==> src/rtl/fifo_pkg.sv <==
// fifo_pkg: read-mode constants and sizing helper shared by the sync and async FIFOs
package fifo_pkg;
  localparam int FIFO_MODE_STD  = 0;
  localparam int FIFO_MODE_FWFT = 1;
  function automatic int fifo_cnt_w(input int depth);
    return $clog2(depth) + 1;
  endfunction
endpackage

==> src/rtl/fifo_sync_ram.sv <==
// fifo_sync_ram: FIFO storage with one synchronous write port and an asynchronous read port
module fifo_sync_ram #(
  parameter int WIDTH  = 8,
  parameter int DEPTH  = 16,
  parameter int ADDR_W = $clog2(DEPTH)
) (
  input  logic              clk,
  input  logic              we,
  input  logic [ADDR_W-1:0] waddr,
  input  logic [WIDTH-1:0]  wdata,
  input  logic [ADDR_W-1:0] raddr,
  output logic [WIDTH-1:0]  rdata
);
  logic [WIDTH-1:0] mem [DEPTH];
  always_ff @(posedge clk)
    if (we) mem[waddr] <= wdata;
  assign rdata = mem[raddr];
endmodule

==> src/rtl/fifo_sync_circular_prog.sv <==
// fifo_sync_circular_prog: single-clock circular FIFO with level, thresholds, sticky errors and FWFT/registered read
module fifo_sync_circular_prog
  import fifo_pkg::*;
#(
  parameter int WIDTH         = 8,
  parameter int DEPTH         = 16,
  parameter int FWFT          = FIFO_MODE_FWFT,
  parameter int AFULL_THRESH  = DEPTH - 4,
  parameter int AEMPTY_THRESH = 2
) (
  input  logic                         clk,
  input  logic                         nrst_in,
  input  logic                         write_in,
  input  logic [WIDTH-1:0]             data_write_in,
  input  logic                         read_in,
  output logic [WIDTH-1:0]             data_read_out,
  output logic                         valid_out,
  output logic                         full_out,
  output logic                         empty_out,
  output logic                         almost_full_out,
  output logic                         almost_empty_out,
  output logic [fifo_cnt_w(DEPTH)-1:0] level_out,
  output logic                         overflow_out,
  output logic                         underflow_out,
  input  logic                         clear_err_in
);
  localparam int ADDR_W = $clog2(DEPTH);
  localparam int CNT_W  = fifo_cnt_w(DEPTH);
  localparam logic [CNT_W-1:0] AF = CNT_W'(AFULL_THRESH);
  localparam logic [CNT_W-1:0] AE = CNT_W'(AEMPTY_THRESH);
  if (DEPTH < 2 || (DEPTH & (DEPTH - 1)) != 0) begin : g_bad_depth
    $fatal(1, "fifo_sync_circular_prog: DEPTH must be a power of two >= 2");
  end
  if (AFULL_THRESH > DEPTH) begin : g_bad_afull
    $fatal(1, "fifo_sync_circular_prog: AFULL_THRESH exceeds DEPTH");
  end
  if (AEMPTY_THRESH >= DEPTH) begin : g_bad_aempty
    $fatal(1, "fifo_sync_circular_prog: AEMPTY_THRESH must be below DEPTH");
  end
  logic [ADDR_W:0]  wr_ptr, rd_ptr;
  logic [WIDTH-1:0] ram_rdata, rdata_q;
  logic             valid_q, wr_acc, rd_acc;
  assign empty_out        = wr_ptr == rd_ptr;
  assign full_out         = (wr_ptr[ADDR_W] != rd_ptr[ADDR_W]) && (wr_ptr[ADDR_W-1:0] == rd_ptr[ADDR_W-1:0]);
  assign level_out        = wr_ptr - rd_ptr;
  assign almost_full_out  = level_out >= AF;
  assign almost_empty_out = level_out <= AE;
  assign wr_acc           = write_in && !full_out;
  assign rd_acc           = read_in && !empty_out;
  assign data_read_out    = FWFT == FIFO_MODE_FWFT ? ram_rdata : rdata_q;
  assign valid_out        = FWFT == FIFO_MODE_FWFT ? !empty_out : valid_q;
  fifo_sync_ram #(.WIDTH(WIDTH), .DEPTH(DEPTH), .ADDR_W(ADDR_W)) u_ram (
    .clk   (clk),
    .we    (wr_acc && nrst_in),
    .waddr (wr_ptr[ADDR_W-1:0]),
    .wdata (data_write_in),
    .raddr (rd_ptr[ADDR_W-1:0]),
    .rdata (ram_rdata)
  );
  // a new error in the same cycle as clear_err_in keeps the flag set
  always_ff @(posedge clk) begin
    if (!nrst_in) begin
      wr_ptr        <= '0;
      rd_ptr        <= '0;
      rdata_q       <= '0;
      valid_q       <= 1'b0;
      overflow_out  <= 1'b0;
      underflow_out <= 1'b0;
    end else begin
      wr_ptr        <= wr_acc ? wr_ptr + (ADDR_W+1)'(1) : wr_ptr;
      rd_ptr        <= rd_acc ? rd_ptr + (ADDR_W+1)'(1) : rd_ptr;
      rdata_q       <= rd_acc ? ram_rdata : rdata_q;
      valid_q       <= rd_acc;
      overflow_out  <= (write_in && full_out) || (overflow_out && !clear_err_in);
      underflow_out <= (read_in && empty_out) || (underflow_out && !clear_err_in);
    end
  end
endmodule

==> config.mk <==
export PLATFORM = sky130hd
export DESIGN_NAME = fifo_sync_circular_prog
export DESIGN_NICKNAME = d
export VERILOG_FILES = /design/src/rtl/fifo_pkg.sv /design/src/rtl/fifo_sync_ram.sv /design/src/rtl/fifo_sync_circular_prog.sv
export SDC_FILE = /design/constraint.sdc
export NUM_CORES = 1
export LEC_CHECK = 0
export CAP_MARGIN = 0
export CORE_MARGIN = 2
export CORE_UTILIZATION = 30
export DETAILED_ROUTE_END_ITERATION = 7
export PLACE_DENSITY = 0.55
export SKIP_CTS_REPAIR_TIMING = 1
export SYNTH_ARGS = -nofsm -noshare
export SYNTH_HDL_FRONTEND = slang
export SYNTH_HIERARCHICAL = 1
export SYNTH_SLANG_ARGS = --single-unit
export TNS_END_PERCENT = 1
==> constraint.sdc <==
create_clock -name clk -period 2.8 [get_ports clk]
set_clock_uncertainty 0.05 [all_clocks]
set_input_delay 0.56 -clock clk [delete_from_list [all_inputs] [get_ports clk]]
set_output_delay 0.56 -clock clk [all_outputs]
set_load 0.02 [all_outputs]
# [After elaboration in Yosys (flattened, before gate mapping)]
# Memories as Yosys holds them, arrays and structs flattened. A register that Yosys moved wholly into a read port is not among the register bits.
# Index checks and enable logic that the tools add are counted.
[classes] shift=0 n_mux=4 add_sub_neg=3 bitwise=0 n_mul=0 n_lt_le_gt_ge=2 div=0 reduce_logical=13 eq_ne=3
[op_table] cell="adder 5 x 1 -> 5 bit, second input constant" n=2
[op_table] cell="logical AND 1 bit" n=8
[op_table] cell="2-to-1 mux 4 bit" n=2
[op_table] cell="== test 5 bit" n=1
[op_table] cell="greater-or-equal comparator 5 x 4 -> 1 bit, second input constant" n=1
[op_table] cell="less-or-equal comparator 5 x 2 -> 1 bit, second input constant" n=1
[op_table] cell="subtractor 5 bit" n=1
[op_table] cell="== test 4 bit" n=1
[op_table] cell="zero test 1 bit" n=3
[op_table] cell="logical OR 1 bit" n=2
[op_table] cell="2-to-1 mux 1 bit" n=2
[op_table] cell="!= test 1 bit" n=1
[word_totals] ramBits=128 elab_cells=30 out_inout_bits=20 in_bits=13 reg_bits=12 mem_bits_ro=0 latchBits=0 mem_count=1
[mem_list] name="u_ram.mem" words=16 width=8 rd=1 rd_clocked_by_memory_dff=1 write_ports=1 line_no="fifo_sync_ram.sv:14" source="logic [WIDTH-1:0] mem [DEPTH];"

# [Depth between registers and ports, before layout]
[depth] ltp_word=7 depth_mapped=7 ltp_nobuf=7

# [By module]
# The synthesis kept the hierarchy.
[modules_own_cells] module="fifo_sync_ram" cells_per_inst=221 area_per_inst_um2=4987.3 n_inst=1 seq_area_each_um2=3843.7
[modules_own_cells] module="fifo_sync_circular_prog" cells_per_inst=84 area_per_inst_um2=725.7 n_inst=1 seq_area_each_um2=240.2

# [Worst setup path before layout]
# No wires, ideal clock.
[synth_timing] path_type="register to register" from="register wr_ptr[0]" to="memory u_ram.mem[0][0] (enable)" stages_incl_launch_ff=8 slack_ns=-0.142 setup_time_ns=0.383 required_time_ns=2.367 arrival_time_ns=2.509 synth_period_minus_slack_ns=2.942 cell_sequence="dfxtp_1 inv_1 ha_1 nand4_1 o21ai_1 nor2_1 or3b_2 nor3_1"
[synth_between] elab_chain_cells=7
[synth_lines] item="start, declared" line_no="fifo_sync_circular_prog.sv:40" source="logic [ADDR_W:0] wr_ptr, rd_ptr;"
[synth_lines] item="start signal, assigned" line_no="fifo_sync_circular_prog.sv:70" source="wr_ptr <= wr_acc ? wr_ptr + (ADDR_W+1)'(1) : wr_ptr;"
[synth_lines] item="== test 4 bit" line_no="fifo_sync_circular_prog.sv:44" source="assign full_out = (wr_ptr[ADDR_W] != rd_ptr[ADDR_W]) && (wr_ptr[ADDR_W-1:0] == rd_ptr[ADDR_W-1:0]);"
[synth_lines] item="logical AND 1 bit" line_no="fifo_sync_circular_prog.sv:44"
[synth_lines] item="zero test 1 bit" line_no="fifo_sync_circular_prog.sv:48" source="assign wr_acc = write_in && !full_out;"
[synth_lines] item="logical AND 1 bit" line_no="fifo_sync_circular_prog.sv:48"
[synth_lines] item="logical AND 1 bit" line_no="fifo_sync_circular_prog.sv:54" source=".we (wr_acc && nrst_in),"
[synth_lines] item="2-to-1 mux 1 bit" line_no="fifo_sync_ram.sv:16" source="if (we) mem[waddr] <= wdata;"
[synth_lines] item="2-to-1 mux 1 bit (implied by the code)" line_no="fifo_sync_ram.sv:16"
[synth_lines] item="end, declared" line_no="fifo_sync_ram.sv:14"
# Parallel ways exist; a longest one is shown, timed or not.

# [Worst setup path after layout]
[layout_timing] from="register rd_ptr[2]" to="output port almost_empty_out"
[layout_between] elab_chain_cells=2
[layout_lines] item="start, declared" line_no="fifo_sync_circular_prog.sv:40"
[layout_lines] item="start signal, assigned" line_no="fifo_sync_circular_prog.sv:71" source="rd_ptr <= rd_acc ? rd_ptr + (ADDR_W+1)'(1) : rd_ptr;"
[layout_lines] item="subtractor 5 bit" line_no="fifo_sync_circular_prog.sv:45" source="assign level_out = wr_ptr - rd_ptr;"
[layout_lines] item="less-or-equal comparator 5 x 2 -> 1 bit" line_no="fifo_sync_circular_prog.sv:47" source="assign almost_empty_out = level_out <= AE;"
[layout_lines] item="end, declared" line_no="fifo_sync_circular_prog.sv:21" source="output logic almost_empty_out,"
# No other way between the ends.

==> results.cfg <==
[run_status]
outcome = finished, violations left
violations = negative setup slack

[cts]
htreeDepth = 4
clk_latency_ns = 0.41
root_buffer = clkbuf_16
clk_pin_slew_ns = 0.06
clock-sinks = 140
cts_made_buffers = 17
clock_path_buffers = 2
cts_tree = built

[worst_setup_path]
cp_cell_sequence = inv_1, ha_1, nor2b_1, a221oi_1, xnor2_1, buf_4, a2111oi_2, clkbuf_2
cp_max_fo = 3
worstReg2RegStart = rd_ptr[2]
rr_worst_depth = 9
cp_slowest_cell = dfxtp_1
critPathKind = flop to primary output
worstPathArrival_ns = 2.36
end_kind = primary output
r2r_slack_ns = 0.19
cp_slowest_stage_delay_ns = 0.32
r2r_end = u_ram/mem[2][0]
required_ns = 2.19
start_kind = flop

[die]
core_area_um2 = 18710
dieArea_um2 = 20160
die_y_um = 142.0
rows = 50
die_x_um = 142.0
start_util_pct = 30.54
ios = 33

[yosys]
synthArstFlopShare_pct = 0
synth_fp_nets = 325
ys.flop_type = edfxtp_1
synthCells = 305
ys_seq_area_share_pct = 71.48
synth-edff-count = 128
syn-cell-area_um2 = 5713
synth.distinct_cells = 39
ys.warnings.count = 6
synth_seq_cells = 140
avgSynthCellArea_um2 = 18.73

[timing]
finalHoldViolCount = 0
max_freq_mhz = 336.8
rsz0062_at_grt = yes
setup_tns_ns = -0.2501
tightest_slew_ns = 0.5729
setup_viol = 2
layout_min_cycle_time_ns = 2.969
finalCritPeriodShare_pct = 106.0
fin_hold_ws_ns = 0.5060
slew_headroom_pct = 61.69
finalMaxSlewViolations = 0
fin_ws_ns = -0.1690

[global_routing]
overflow = 0
grt_antenna_before_repair = 0
grt_pass1_vias = 3223
grt_pass1_wl_um = 18480
grt.total_usage_pct = 12.57
grt_max_degree = 17

[detailed_routing]
drt_iter0_drc = 168
antenna_left = 0
drt_pass1_iterations = 4
vias = 3041
vias_per_cell = 4.722
wl_per_cell_um = 18.20
drc_errors = 0
drt_wl_total_um = 11720

[placed_design]
place_ws_ns = -0.1815
gp_congestion = 0.8203
hpwl_um = 8161
io_buffer_count = 32

[final_layout]
fill_cells = 1709
area_growth_pct = 27.42
nNetsFinal = 417
final_cell_mix = 128 x edfxtp_1, 48 x buf_4, 24 x nor2_1, 19 x mux4_2
n_antenna_cell = 0
final_common_cell = edfxtp_1
drive_gt1_share_pct = 31.22

[min_path]
holdPathEnd = wr_ptr[4]
holdPathStages = 2
worst_hold_startpoint = wr_ptr[4]
hold_path_class = flop to flop

[pwr]
p_leak_nw = 2.540
p_per_area_nw_per_um2 = 765.5
vdd_drop_max_mv = 0.4005

[job]
maxCapViolCount = 0
report_power, final:
group	total [mW]	internal (mW)	switching, mW
combinational	0.999	0.502	0.497
sequential	2.32	2.31	0.0107
clock	2.26	1.41	0.849
total	5.57	4.22	1.36
worst max path at each step:
stage,from,endpoint,cells after the start
2_1_floorplan,wr_ptr[0],almost_empty_out,7
3_3_place_gp,wr_ptr[0],almost_empty_out,8
3_5_place_dp,wr_ptr[0],almost_empty_out,8
4_1_cts,wr_ptr[0],almost_empty_out,8
5_1_grt,rd_ptr[2],almost_empty_out,8
6_report,rd_ptr[2],almost_empty_out,8
cells by family after synthesis:
group / count (synthesis) / synth area share, %
DFF: 140 / 71.48
xor gates and xnor gates: 9 / 1.511
adders and majority gates: 7 / 1.664
AOI/OAI and AO/OA: 34 / 4.293
and+or+nand+nor: 61 / 4.993
muxes: 34 / 13.89
buffers and inverters: 20 / 2.168
synth_stat cells (3+ instances only):
cell | instances | area [um^2]
inv_1 | 9 | 33.78
edfxtp_1 | 128 | 3844
nor2_1 | 26 | 97.59
nand2_1 | 11 | 41.29
nand2b_1 | 3 | 18.77
o21ai_0 | 3 | 15.01
xnor2_1 | 6 | 52.55
ha_1 | 6 | 75.07
or3_1 | 3 | 18.77
mux4_2 | 18 | 405.4
nand3_1 | 3 | 15.01
a22oi_1 | 16 | 120.1
a21oi_1 | 6 | 30.03
nor2b_1 | 4 | 25.02
buf_2 | 3 | 15.01
clkdlybuf4s25_2 | 3 | 30.03
buf_6 | 3 | 33.78
nor3_1 | 5 | 25.02
dfxtp_1 | 12 | 240.2
mux4_1 | 14 | 367.9
metal layers:
layer  global-route usage (%)  vias to the layer above  share of wire, %  wire, um
met4                    4.053                        0               1.4       165
met2                    19.76                       63                49      5693
li1                         -                     1420                 -         -
met1                    16.52                     1541                46      5359
met3                    4.206                       17               4.3       504
met5                        0                        -                 0         0
cell type report:
type | instances | area [um^2] | share of cell area (%)
flip-flops and latches | 140 | 4085 | 56.12
multi-input cells | 145 | 1558 | 21.40
repair buffers | 84 | 710.7 | 9.763
clock buffers | 19 | 432.9 | 5.947
well taps | 234 | 292.8 | 4.022
clock inverters | 13 | 166.4 | 2.286
inverters | 9 | 33.78 | 0.4641
flip-flops by register name (all words and copies together) (netlist names):
name,flops
overflow_out,1
rd_ptr,5
u_ram/mem,128
underflow_out,1
wr_ptr,5
per-stage QoR:
| step | power (mW) | std cells | area (um^2) | utilization [%] |
|---|---|---|---|---|
| after global routing | 5.783 | 644 | 7279 | 38.92 |
| after floorplan | 2.951 | 305 | 5718 | - |
| after CTS | 5.641 | 643 | 7237 | 38.69 |
| after detailed placement | 3.375 | 611 | 6638 | 35.48 |
| after global placement | 3.364 | 611 | 6638 | 35.48 |
| final | 5.573 | 644 | 7279 | 38.92 |
worst max-delay path, delay by kind of cell, from the launching register on:
family	cells	cell delay [ns]
flip-flops	1	0.32
XOR/XNOR	1	0.15
adder cells (fa/ha/maj)	1	0.30
AND/OR/NAND/NOR	1	0.14
AO/OA/AOI/OAI	2	0.60
buffers and inverters	3	0.43
Note: power is estimated with default switching activity, not from simulation.
